File: src/rtl/rd_ptr_ctrl_if.sv
// rtl/rd_ptr_ctrl_if.sv - read-side FIFO control bundle; rvalid_o exists only with RD_PTR_CTRL_FWFT_EN
interface rd_ptr_ctrl_if #(parameter int AW = 5);
  logic          rd_req_i;
  logic [AW:0]   wgray_i;
  logic          ren_o;
  logic [AW-1:0] raddr_o;
  logic [AW:0]   rgray_o;
  logic          empty_o;
  logic          aempty_o;
  logic [AW:0]   rlevel_o;
  logic          underflow_o;
`ifdef RD_PTR_CTRL_FWFT_EN
  logic          rvalid_o;
`endif

  modport slave (
    input  rd_req_i, wgray_i,
    output ren_o, raddr_o, rgray_o, empty_o, aempty_o, rlevel_o, underflow_o
`ifdef RD_PTR_CTRL_FWFT_EN
    , output rvalid_o
`endif
  );

  modport master (
    output rd_req_i, wgray_i,
    input  ren_o, raddr_o, rgray_o, empty_o, aempty_o, rlevel_o, underflow_o
`ifdef RD_PTR_CTRL_FWFT_EN
    , input rvalid_o
`endif
  );
endinterface

File: src/rtl/rd_ptr_ctrl.sv
// rtl/rd_ptr_ctrl.sv - async FIFO read pointer/status controller; optional FWFT via RD_PTR_CTRL_FWFT_EN
module rd_ptr_ctrl #(
  parameter int DEPTH       = 32,
  parameter int SYNC_STAGES = 2,
  parameter int AE_THRESH   = 4
) (
  input  logic         rclk,
  input  logic         rst,
  rd_ptr_ctrl_if.slave bus
);
  localparam int AW = $clog2(DEPTH);
  localparam logic [AW:0] AE_T = (AW+1)'(AE_THRESH);

  logic [AW:0] sync_q [SYNC_STAGES];
  logic [AW:0] wgray_s;
  logic [AW:0] wbin_s;
  logic [AW:0] rbin;
  logic [AW:0] rbin_next;
  logic [AW:0] rgray_q;
  logic [AW:0] level_q;
  logic [AW:0] level_next;
  logic        empty_q;
  logic        aempty_q;
  logic        underflow_q;
  logic        pop;
`ifdef RD_PTR_CTRL_FWFT_EN
  logic        rvalid_q;
`endif

  always_ff @(posedge rclk) begin
    if (rst) begin
      for (int i = 0; i < SYNC_STAGES; i++) sync_q[i] <= '0;
    end else begin
      sync_q[0] <= bus.wgray_i;
      for (int i = 1; i < SYNC_STAGES; i++) sync_q[i] <= sync_q[i-1];
    end
  end

  assign wgray_s = sync_q[SYNC_STAGES-1];

  // Each binary bit is the XOR of all Gray bits at or above it.
  always_comb begin
    wbin_s = '0;
    for (int i = 0; i <= AW; i++) wbin_s[i] = ^(wgray_s >> i);
  end

`ifdef RD_PTR_CTRL_FWFT_EN
  assign pop = ~empty_q & (~rvalid_q | bus.rd_req_i);
`else
  assign pop = bus.rd_req_i & ~empty_q;
`endif

  assign rbin_next  = rbin + {{AW{1'b0}}, pop};
  assign level_next = wbin_s - rbin_next;

  always_ff @(posedge rclk) begin
    if (rst) begin
      rbin        <= '0;
      rgray_q     <= '0;
      level_q     <= '0;
      empty_q     <= 1'b1;
      aempty_q    <= 1'b1;
      underflow_q <= 1'b0;
    end else begin
      rbin        <= rbin_next;
      rgray_q     <= rbin_next ^ (rbin_next >> 1);
      level_q     <= level_next;
      empty_q     <= ((rbin_next ^ (rbin_next >> 1)) == wgray_s);
      aempty_q    <= (level_next <= AE_T);
`ifdef RD_PTR_CTRL_FWFT_EN
      underflow_q <= bus.rd_req_i & ~rvalid_q;
`else
      underflow_q <= bus.rd_req_i & empty_q;
`endif
    end
  end

`ifdef RD_PTR_CTRL_FWFT_EN
  // The held word stays valid until the consumer accepts it.
  always_ff @(posedge rclk) begin
    if (rst) rvalid_q <= 1'b0;
    else     rvalid_q <= pop | (rvalid_q & ~bus.rd_req_i);
  end
  assign bus.rvalid_o = rvalid_q;
`endif

  assign bus.ren_o       = pop;
  assign bus.raddr_o     = rbin[AW-1:0];
  assign bus.rgray_o     = rgray_q;
  assign bus.empty_o     = empty_q;
  assign bus.aempty_o    = aempty_q;
  assign bus.rlevel_o    = level_q;
  assign bus.underflow_o = underflow_q;
endmodule

File: src/flat_wrapper.sv
// flat-port wrapper written by rule: the top's interface ports become plain ports
module rd_ptr_ctrl_flat 
#(
  parameter int DEPTH       = 32,
  parameter int SYNC_STAGES = 2,
  parameter int AE_THRESH   = 4
)
  (rclk, rst, bus_rd_req_i, bus_wgray_i, bus_ren_o, bus_raddr_o, bus_rgray_o, bus_empty_o, bus_aempty_o, bus_rlevel_o, bus_underflow_o);
  rd_ptr_ctrl_if #(.AW((5))) bus_i ();
  input  logic rclk;
  input  logic rst;
  input wire logic [$bits(bus_i.rd_req_i)-1:0] bus_rd_req_i;
  input wire logic [$bits(bus_i.wgray_i)-1:0] bus_wgray_i;
  output wire logic [$bits(bus_i.ren_o)-1:0] bus_ren_o;
  output wire logic [$bits(bus_i.raddr_o)-1:0] bus_raddr_o;
  output wire logic [$bits(bus_i.rgray_o)-1:0] bus_rgray_o;
  output wire logic [$bits(bus_i.empty_o)-1:0] bus_empty_o;
  output wire logic [$bits(bus_i.aempty_o)-1:0] bus_aempty_o;
  output wire logic [$bits(bus_i.rlevel_o)-1:0] bus_rlevel_o;
  output wire logic [$bits(bus_i.underflow_o)-1:0] bus_underflow_o;
  assign bus_i.rd_req_i = bus_rd_req_i;
  assign bus_i.wgray_i = bus_wgray_i;
  assign bus_ren_o = bus_i.ren_o;
  assign bus_raddr_o = bus_i.raddr_o;
  assign bus_rgray_o = bus_i.rgray_o;
  assign bus_empty_o = bus_i.empty_o;
  assign bus_aempty_o = bus_i.aempty_o;
  assign bus_rlevel_o = bus_i.rlevel_o;
  assign bus_underflow_o = bus_i.underflow_o;
  rd_ptr_ctrl #(.DEPTH(DEPTH), .SYNC_STAGES(SYNC_STAGES), .AE_THRESH(AE_THRESH)) u_core (.rclk(rclk), .rst(rst), .bus(bus_i));
endmodule
File: config.mk
export PLATFORM = sky130hd
export DESIGN_NAME = rd_ptr_ctrl_flat
export DESIGN_NICKNAME = d
export VERILOG_FILES = /design/src/rtl/rd_ptr_ctrl_if.sv /design/src/rtl/rd_ptr_ctrl.sv /design/src/flat_wrapper.sv
export SDC_FILE = /design/constraint.sdc
export NUM_CORES = 1
export LEC_CHECK = 0
export ABC_AREA = 0
export CAP_MARGIN = 10
export CORE_MARGIN = 8
export CORE_UTILIZATION = 53
export DETAILED_ROUTE_END_ITERATION = 6
export HOLD_SLACK_MARGIN = 0.05
export PLACE_DENSITY_LB_ADDON = 0.3
export SYNTH_ARGS = -nofsm -noshare
export SYNTH_HDL_FRONTEND = slang
export SYNTH_SLANG_ARGS = --single-unit
File: constraint.sdc
create_clock -name rclk -period 7.87 [get_ports rclk]
set_clock_uncertainty 0.15 [all_clocks]
set_input_delay 1.574 -clock rclk [delete_from_list [all_inputs] [get_ports rclk]]
set_output_delay 1.574 -clock rclk [all_outputs]
set_load 0.005 [all_outputs]
-- After elaboration in Yosys (flattened, before gate mapping)
Memories as Yosys holds them, arrays and structs flattened.
Cells that the tools add are included.
- register bits: 21
- RAM bits: 12
- output and inout bits: 21
- word-level logic and storage cells: 28
- memories kept: 1
- $add $sub $neg: 2
- order comparisons: 1
- equality and inequality tests: 1
- multiplexer cells: 5
- bitwise operators: 6
- reductions and logical operators: 6
- memory list (name ; words ; bits a word ; read ports ; clocked after Yosys merged registers in ; write ports ; line ; RTL):
    u_core.sync_q ; 2 ; 6 ; 2 ; 0 ; 2 ; rd_ptr_ctrl.sv:14 ; logic [AW:0] sync_q [SYNC_STAGES];
- operators by type and width (operator ; number):
    $reduce_xor 6->1 ; 6
    $mux 6 ; 2
    $add 6x1->6 ; 1
    $eq 6x6->1 ; 1
    $le 6x3->1 const B ; 1
    $sub 6x6->6 ; 1
    $xor 6x5->6 ; 1
    $mux 1 ; 3
    $and 1x1->1 ; 2
    $or 1x1->1 ; 2
    $not 1->1 ; 1

-- Depth between registers and ports, before layout
- word-level depth: 5
- gate-level depth with buffers: 10

-- Worst setup path before layout
OpenSTA, ideal clock, no wires.
- path kind: input port to flip-flop
- start point: in bus_rd_req_i
- end point: reg u_core.aempty_q (netlist: u_core.bus.aempty_o)
- arrival: 3687 ps
- setup slack: 3954 ps
- stages on the path: 9
- cell sequence: nor2b_1 ha_1 xor2_1 inv_1 fa_1 maj3_1 a21oi_1 xnor2_1 a211oi_2
- longest elaborated chain between the ends: 4
- RTL lines (item ; line ; RTL):
    start, declared ; flat_wrapper.sv:12 ; input wire logic [$bits(bus_i.rd_req_i)-1:0] bus_rd_req_i;
    $and 1x1->1 ; rd_ptr_ctrl.sv:50 ; assign pop = bus.rd_req_i & ~empty_q;
    $add 6x1->6 ; rd_ptr_ctrl.sv:53 ; assign rbin_next = rbin + {{AW{1'b0}}, pop};
    $sub 6x6->6 ; rd_ptr_ctrl.sv:54 ; assign level_next = wbin_s - rbin_next;
    $le 6x3->1 ; rd_ptr_ctrl.sv:69 ; aempty_q <= (level_next <= AE_T);
    end signal, assigned ; rd_ptr_ctrl.sv:69 ;
    end, declared ; rd_ptr_ctrl.sv:23 ; logic aempty_q;
No other way between the ends.
A chain may end at the register's enable or synchronous reset.

-- Worst setup path after layout
- start point: in bus_rd_req_i
- end point: out bus_ren_o
- longest elaborated chain between the ends: 1
- RTL lines (item ; line ; RTL):
    $and 1x1->1 ; rd_ptr_ctrl.sv:50 ;
    end, declared ; flat_wrapper.sv:14 ; output wire logic [$bits(bus_i.ren_o)-1:0] bus_ren_o;
No other way between the ends.

==> metrics.cfg <==
[run_status]
status=complete, no violations

[timing]
period_needed_ps=4580
final.period_utilization_pct=58.2
drv_slew=0
maxSlewHeadroom_pct=32.7
fmax_ghz=0.218
setup_slack_ps=3290
rsz0062_at_grt=no
setup_viol=0
tns_ps=0
hold_viol_final=0
worst_pin_slew_ps=1010

[drt]
vias_per_cell=5.22
met1_length_mm=1.12
drt_first_pass_iters=4
met2_length_mm=1.41
drt_wl_total_mm=2.84
routed.top_layer=met4
drtIter0Drc=81
drc=0
wl_met3_um=194
vias=1085
wire_per_inst_um=13.7
ant_nets=0

[power]
irDropWorstVdd_mv=0.196
swShare_pct=23.8
total_power_mw=0.409
seqPwrFrac_pct=44.3
powerDensity_mw_per_mm2=222
switchingPower_mw=0.0973
power_leakage_nw=0.759
p_clk_share_pct=34.1
p_int_mw=0.312
combPwrFrac_pct=21.6

[die]
num_io_pins=30
die_w_um=68.2
core_area_sq_mm=0.00266
initial_utilization_pct=54.3
placementRows=19
dieArea_sq_mm=0.00465
die_h_um=68.2

[worst_hold_path]
holdCritStartpoint=u_core.sync_q[0][3]$_SDFF_PP0_
hp-class=reg2reg
hold_depth=1
min_to=u_core.sync_q[0][9]$_SDFF_PP0_

[cts]
cts.clk_slew.worst_paths_ps=90
worstSkewPairLatency_ps=340
cts.path.max_buffers=2
cts_hold_buf=0
cts_setup_buffers=0
cts_tree=yes
cts_buffers=5
ctsResizeCount=0
cts-root-buf=clkbuf_4
clkSinkCount=32
htree_levels=2

[synth]
synth-warning-count=0
synthCells=147
syn_area_sq_mm=0.00145
ys_seq_elements=32
yosysUniqueCellTypes=30
syn_avg_cell_area_sq_um=9.83
seq_area_frac_synth_pct=44.3
syn_nets=162

[cells_and_area]
area_delta_synth_final_pct=27.5
layout_commonest_cell=dfxtp_1
antennaDiodeCount=0
most-common-layout-cells=dfxtp_1, clkdlybuf4s50_1, nor2b_1, nor2_1, xor2_1
fill_cells=215
num-nets-final=191
drive_above_1_share_pct=7.34

[worst_setup_path]
worstSetupStartpointType=input pin
critPathKind=in2out
critPathMaxFanout=3
crit_chain=clkdlybuf4s50_1 > nor2b_1 > clkdlybuf4s50_1
crit_required_ps=6150
worstReg2RegEnd=u_core.bus.aempty_o$_SDFF_PP1_
critPathSlowestCell=clkdlybuf4s50_1
critPathMaxStageDelay_ps=560
critical_path_arrival_ps=2850
end_kind=output port
rr_startpoint=u_core.sync_q[0][11]$_SDFF_PP0_
rr_worst_depth=10
rrSetupSlack_ps=4830
cp_common_cell=clkdlybuf4s50_1

[placed_design]
post-place-ws_ps=3230
gp_congestion=0.754
hpwl_mm=2.11
portBuffers=29

[run]
cap_violations=0

[grt]
grt_pass1_vias=1101
grt_pass1_wl_mm=4.64
overflow=0
antenna_found_initial=0
grtUsageTotal_pct=13.5
grt_max_degree=30

==> through the flow <==
step	hold slack (ps)	util (%)	instances	instance area, sq um
after floorplan	264	-	147	1450
after global placement	268	65.6	200	1750
after detailed placement	275	65.6	200	1750
after CTS	299	69.2	208	1840
after global routing	314	69.2	208	1840
final	293	69.2	208	1840
==> Yosys cell counts <==
| cell type | n | area, sq um |
|---|---|---|
| a211oi_2 | 1 | 12.5 |
| a21o_1 | 1 | 7.51 |
| a21oi_1 | 7 | 35.0 |
| a22oi_2 | 1 | 12.5 |
| a31o_2 | 1 | 8.76 |
| and2_1 | 3 | 18.8 |
| and3_1 | 1 | 6.26 |
| clkbuf_1 | 7 | 26.3 |
| dfxtp_1 | 32 | 641 |
| fa_1 | 1 | 20.0 |
| ha_1 | 5 | 62.6 |
| inv_1 | 4 | 15.0 |
| maj3_1 | 1 | 10.0 |
| maj3_2 | 1 | 11.3 |
| mux2i_1 | 1 | 10.0 |
| nand2_1 | 9 | 33.8 |
| nand2b_1 | 2 | 12.5 |
| nand3_1 | 2 | 10.0 |
| nand4_1 | 1 | 6.26 |
| nor2_1 | 15 | 56.3 |
| nor2b_1 | 15 | 93.8 |
| o21a_1 | 2 | 15.0 |
| o21ai_0 | 3 | 15.0 |
| o22ai_1 | 3 | 18.8 |
| o2bb2ai_1 | 1 | 8.76 |
| or2b_1 | 1 | 7.51 |
| xnor2_1 | 11 | 96.3 |
| xnor3_1 | 2 | 45.0 |
| xnor3_2 | 1 | 23.8 |
| xor2_1 | 12 | 105 |
==> layer usage <==
metal,GRT usage [%],up-vias
met5,0,-
met4,10.5,0
met3,4.09,12
met2,22.7,35
met1,13.8,504
li1,-,534
==> registers in the layout, indices dropped and copies added, names as in the netlist <==
name                    count
u_core.bus.aempty_o         1
u_core.bus.empty_o          1
u_core.bus.rgray_o          6
u_core.bus.rlevel_o         6
u_core.bus.underflow_o      1
u_core.rbin                 5
u_core.sync_q              12
==> power by group through the flow <==
stage | combinational [mW] | sequential [mW] | clock [mW]
2_1_floorplan | 0.0509 | 0.185 | 0
3_3_place_gp | 0.0858 | 0.185 | 0
3_5_place_dp | 0.0888 | 0.185 | 0
4_1_cts | 0.0894 | 0.181 | 0.142
5_1_grt | 0.0966 | 0.183 | 0.147
6_report | 0.0885 | 0.181 | 0.139
==> critical path, delay by kind of cell <==
| family | cells | cell delay (ps) |
|---|---|---|
| buf+inv | 2 | 1020 |
| simple gates | 1 | 260 |
==> how the worst max path moves through the flow <==
| stage | start | end | slack (ps) | depth (start not counted) |
|---|---|---|---|---|
| after global placement | bus_rd_req_i | bus_ren_o | 3300 | 3 |
| after detailed placement | bus_rd_req_i | u_core.bus.aempty_o$_SDFF_PP1_ | 3230 | 10 |
| after floorplan | bus_rd_req_i | u_core.bus.aempty_o$_SDFF_PP1_ | 3950 | 9 |
| after CTS | bus_rd_req_i | bus_ren_o | 3280 | 3 |
| after global routing | bus_rd_req_i | bus_ren_o | 3240 | 3 |
| final | bus_rd_req_i | bus_ren_o | 3290 | 3 |
==> kinds of logic after synthesis <==
kind of cell | Yosys count | share of synthesized area (%)
buffers and inverters | 11 | 2.86
xor gates and xnor gates | 26 | 18.7
and+or+nand+nor | 49 | 17.0
AOI/OAI and AO/OA | 20 | 9.26
muxes | 1 | 0.693
adders and majority gates | 8 | 7.19
DFF | 32 | 44.3
==> area by class of cell <==
type / instances / area (sq um) / share of cell area (%)
Clock buffer: 7 / 65.1 / 3.53
Clock inverter: 1 / 30.0 / 1.63
Inverter: 4 / 15.0 / 0.815
Multi-Input combinational cell: 104 / 763 / 41.4
Sequential cell: 32 / 641 / 34.8
Tap cell: 31 / 38.8 / 2.10
Timing Repair Buffer: 29 / 290 / 15.8
Power figures use the tool's default switching activity.
